## src/rtl/reg_file_rename.sv

```systemverilog
// Architectural register file with per-register ROB rename tags and ROB commit write-back.
// Define REGFILE_BYPASS_EN to forward a releasing commit to same-cycle source lookups.
module reg_file_rename #(
   parameter int NUM_REGS   = 32,
   parameter int TAG_WIDTH  = 5,
   parameter int DATA_WIDTH = 32
) (
   input  logic                  clk,
   input  logic                  rst,
   input  logic                  rdy,
   input  logic                  flush,
   input  logic                  commit_valid,
   input  logic [4:0]            commit_rd,
   input  logic [DATA_WIDTH-1:0] commit_res,
   input  logic [TAG_WIDTH-1:0]  commit_dependency,
   input  logic                  rename_valid,
   input  logic [4:0]            rename_rd,
   input  logic [TAG_WIDTH-1:0]  rename_tag,
   input  logic [4:0]            rs1,
   input  logic [4:0]            rs2,
   output logic                  rs1_busy,
   output logic [TAG_WIDTH-1:0]  rs1_tag,
   output logic [DATA_WIDTH-1:0] rs1_value,
   output logic                  rs2_busy,
   output logic [TAG_WIDTH-1:0]  rs2_tag,
   output logic [DATA_WIDTH-1:0] rs2_value
);

   logic [DATA_WIDTH-1:0] value_q [NUM_REGS];
   logic [DATA_WIDTH-1:0] value_d [NUM_REGS];
   logic [TAG_WIDTH-1:0]  tag_q   [NUM_REGS];
   logic [TAG_WIDTH-1:0]  tag_d   [NUM_REGS];

   // x0 is never updated, so it holds its reset value of zero forever.
   always_comb begin
      for (int i = 0; i < NUM_REGS; i++) begin
         value_d[i] = value_q[i];
         tag_d[i]   = tag_q[i];
         if (i != 0 && rdy) begin
            if (commit_valid && commit_rd == 5'(i)) begin
               value_d[i] = commit_res;
               // Only the current owner may release; a younger rename keeps its tag.
               if (tag_q[i] == commit_dependency)
                  tag_d[i] = '0;
            end
            if (flush)
               tag_d[i] = '0;
            else if (rename_valid && rename_rd == 5'(i))
               tag_d[i] = rename_tag;
         end
      end
   end

   always_ff @(posedge clk) begin
      for (int i = 0; i < NUM_REGS; i++) begin
         if (rst) begin
            value_q[i] <= '0;
            tag_q[i]   <= '0;
         end else begin
            value_q[i] <= value_d[i];
            tag_q[i]   <= tag_d[i];
         end
      end
   end

   // Returns {busy, tag, value} for one source index.
   function automatic logic [TAG_WIDTH+DATA_WIDTH:0] lookup(input logic [4:0] rs);
      logic [TAG_WIDTH-1:0] t;
      t = tag_q[rs];
`ifdef REGFILE_BYPASS_EN
      if (commit_valid && rs != 5'd0 && commit_rd == rs && commit_dependency == t)
         return {1'b0, {TAG_WIDTH{1'b0}}, commit_res};
`endif
      if (rs == 5'd0 || t == '0)
         return {1'b0, {TAG_WIDTH{1'b0}}, (rs == 5'd0) ? {DATA_WIDTH{1'b0}} : value_q[rs]};
      return {1'b1, t, {DATA_WIDTH{1'b0}}};
   endfunction

   assign {rs1_busy, rs1_tag, rs1_value} = lookup(rs1);
   assign {rs2_busy, rs2_tag, rs2_value} = lookup(rs2);

endmodule
```

## config.mk

```make
export PLATFORM = sky130hd
export DESIGN_NAME = reg_file_rename
export DESIGN_NICKNAME = d
export VERILOG_FILES = /design/src/rtl/reg_file_rename.sv
export SDC_FILE = /design/constraint.sdc
export NUM_CORES = 2
export LEC_CHECK = 0
export BUFFER_PORTS_ARGS = -buffer_cell sky130_fd_sc_hd__buf_4
export CAP_MARGIN = 20
export CELL_PAD_IN_SITES_DETAIL_PLACEMENT = 2
export CELL_PAD_IN_SITES_GLOBAL_PLACEMENT = 2
export CORE_ASPECT_RATIO = 1.75
export CORE_MARGIN = 3
export CORE_UTILIZATION = 32
export DETAILED_ROUTE_END_ITERATION = 12
export GPL_TIMING_DRIVEN = 0
export HOLD_SLACK_MARGIN = 0.12
export PLACE_DENSITY_LB_ADDON = 0.15
export SLEW_MARGIN = 25
export SYNTH_ARGS = -nofsm -noshare
export SYNTH_HDL_FRONTEND = slang
export SYNTH_SLANG_ARGS = --single-unit
```

## constraint.sdc

```tcl
create_clock -name clk -period 3.5 [get_ports clk]
set_clock_uncertainty 0.1 [all_clocks]
set_input_delay 0 -clock clk [delete_from_list [all_inputs] [get_ports clk]]
set_output_delay 0 -clock clk [all_outputs]
set_load 0.05 [all_outputs]
```

==> reports/metrics.cfg <==
[sta]
fmax_ghz = 0.255
fin_crit_sh_pct = 112
setup_viol = 65
max-slew-margin-rel_pct = 15.6
period_needed_ns = 3.92
finalWorstSetupSlack_ns = -0.422
rsz0062_at_grt = true
slew_viol_final = 0
fin_hold_ws_ns = 0.116
worstMarginPinSlew_ns = 1.27
finalHoldViolations = 0

[global_route]
grt_max_degree = 33
antenna_found_initial = 34
grt_usage_pct = 36.4
grt_pass1_vias = 52100
globalRouteOverflowTotal = 0
grt_pass1_wl_mm = 498

[clock_tree]
insertion_delay_ns = 0.83
clk_root_buffer_cell = clkbuf_16
clkSlewWorstSetupHoldPaths_ns = 0.06
cts_tree = done
clock_sinks = 1147
numCtsBuffers = 119
ctsHtreeMaxLevel = 3
cts_max_path_buffers = 3

[yosys]
syn_inst = 4818
yosysWarnings = 0
synth_seq_cells = 1147
yosysMostFrequentCell = and2_1
ys_types = 69
syn_nets = 4886
synth_top_area_cell = edfxtp_1
synth_common_cells = 994 x and2_1, 992 x edfxtp_1, 530 x mux4_2, 345 x clkbuf_1, 220 x nor2_1
seq_area_frac_synth_pct = 51.0
syn_area_um2 = 64500
yosysTopAreaCellShare_pct = 46.2
synth.avg_cell_area_um2 = 13.4
ys_async_sr_fraction_pct = 0
ys.flop_type = edfxtp_1
synthTopCellsByArea = edfxtp_1 46%, mux4_2 19%, and2_1 9.6%
synth-edff-count = 992

[floorplan]
die_w_um = 345
die-area_um2 = 207000
initial_core_util_pct = 32.2
die_h_um = 600
rows = 217
core-area_um2 = 200000
ios = 144

[route]
dr_wl_met3_mm = 21.3
wl_per_cell_um = 47.6
remaining_drc_errors = 0
wl_mm = 381
drt-met1-wl_mm = 117
routed.top_layer = met5
first_iter_violations = 4897
dr_total_vias = 48700
ant_nets = 0
met2_length_mm = 184
drtPass1Iterations = 7
vias_per_cell = 6.08

[cells_and_area]
utilization_pct = 39.1
drive_above_1_share_pct = 29.3
area_growth_syn_to_layout_pct = 21.4
finalNetCount = 5313

[job]
maxCapViolations = 0

[critical_path]
worstSetupStartpointType = register
timing_worst_setup_path_type = reg2out
cp_cell_sequence = mux4_2 -> mux2i_4 -> nand2_2 -> a211oi_4 -> nand4b_1 -> buf_6 -> buf_12 -> clkbuf_16 -> nor3_4 -> buf_6
cp_common_cell = buf_6
timing.rr.start = tag_q[20][3]
crit_required_ns = 3.40
cp-startpoint = tag_q[15][0]
cp_slowest_cell = mux4_2
cp_max_fo = 5
slowest_delay_ns = 0.50
crit_path_end_kind = output port
cp_data_arrival_time_ns = 3.82

[pwr]
leakagePower_uw = 0.0263
p_per_area_nw_per_um2 = 469
ir_drop_mv = 0.391

[hold_path]
hp-start = commit_dependency[2]
min_path_type = in2reg

[place]
place_hpwl_mm = 288
gp_congestion = 1.04
numPortBuffers = 128

[run_status]
status = finished, violations left
violations = setup timing

-- layout by cell type, fill, tap and decap left out, drive strengths merged, types with 85 or more instances in the layout --
cell type / instances
dlygate4sd3: 89
dfxtp: 155
nand2: 152
mux2i: 120
clkbuf: 492
mux2: 95
buf: 373
and2: 994
edfxtp: 992
xor2: 85
a21oi: 112
mux4: 543
nor2: 220
-- per-stage QoR --
step                      instance area [um^2]  std cells  TNS (ns)  setup WS (ns)  total power [uW]
after floorplan                          64500       4818    -0.311        -0.0622             18800
after global placement                   68700       7574  -1757.35          -3.65             21800
after detailed placement                 70000       7614   -257.71          -2.88             22000
after CTS                                77900       7970     -5.45         -0.182             36400
after global routing                     78200       7988    -13.23         -0.415             37200
final                                    78200       8006    -12.37         -0.422             36700
-- logic make-up (layout without fill, tap and decap cells) --
family / Yosys count / in the layout / synth area share, %
flip-flops: 1147 / 1147 / 51.0
AO/OA/AOI/OAI: 467 / 467 / 4.92
other: 0 / 26 / 0
AND/OR/NAND/NOR: 1778 / 1778 / 15.9
buffers and inverters: 513 / 1047 / 3.46
multiplexers: 758 / 758 / 22.6
XOR/XNOR: 155 / 155 / 2.11
-- area by class of cell --
type	count	area, um^2
sequential	1147	33000
antenna	26	65.1
timing repair buffer	310	3530
multi-input combinational	3158	31400
fill	20000	122000
tap	2628	3290
clock buffer	144	3160
inverter	7	26.3
clock inverter	84	897
buffer	502	2880
-- metal layers --
metal,GRT usage [%],up-vias
met2,60.7,2384
met4,45.2,6
met1,34.5,26000
met3,6.89,1182
met5,0,-
li1,-,19100
-- worst paths after layout --
check                  end  slack (ns)  cells past startpoint
max          rs1_value[11]       -0.42                     10
min           tag_q[31][0]        0.12                      6
max reg2reg   tag_q[20][3]        1.11                      5
min reg2reg    tag_q[6][1]        0.40                      2
-- power by group --
part / internal [uW] / total [uW] / switching (uW)
logic: 2290 / 6950 / 4670
clock network: 7610 / 13900 / 6300
registers: 15500 / 15800 / 348
-- flip-flops by register name, indices dropped and copies added (netlist names) --
name,cells
tag_q,155
value_q,992
-- worst max-delay path, delay by kind of cell (launching register included) --
kind | cells | cell delay (ns)
buf+inv | 4 | 0.71
simple gates | 3 | 0.67
compound gates | 1 | 0.23
flops | 1 | 0.36
mux | 2 | 0.97
-- repair_timing --
action | 4_1_cts | 5_1_grt
setup buffers | 35 | 15
cloned | 7 | 1
hold endpoints to repair | 1024 | 0
hold buffers | 89 | 0
endpoints found under the setup margin | 99 | 67
gates resized for setup | 588 | 63
pin swaps | 68 | 33
No activity file was read; power rests on OpenSTA's default activity.
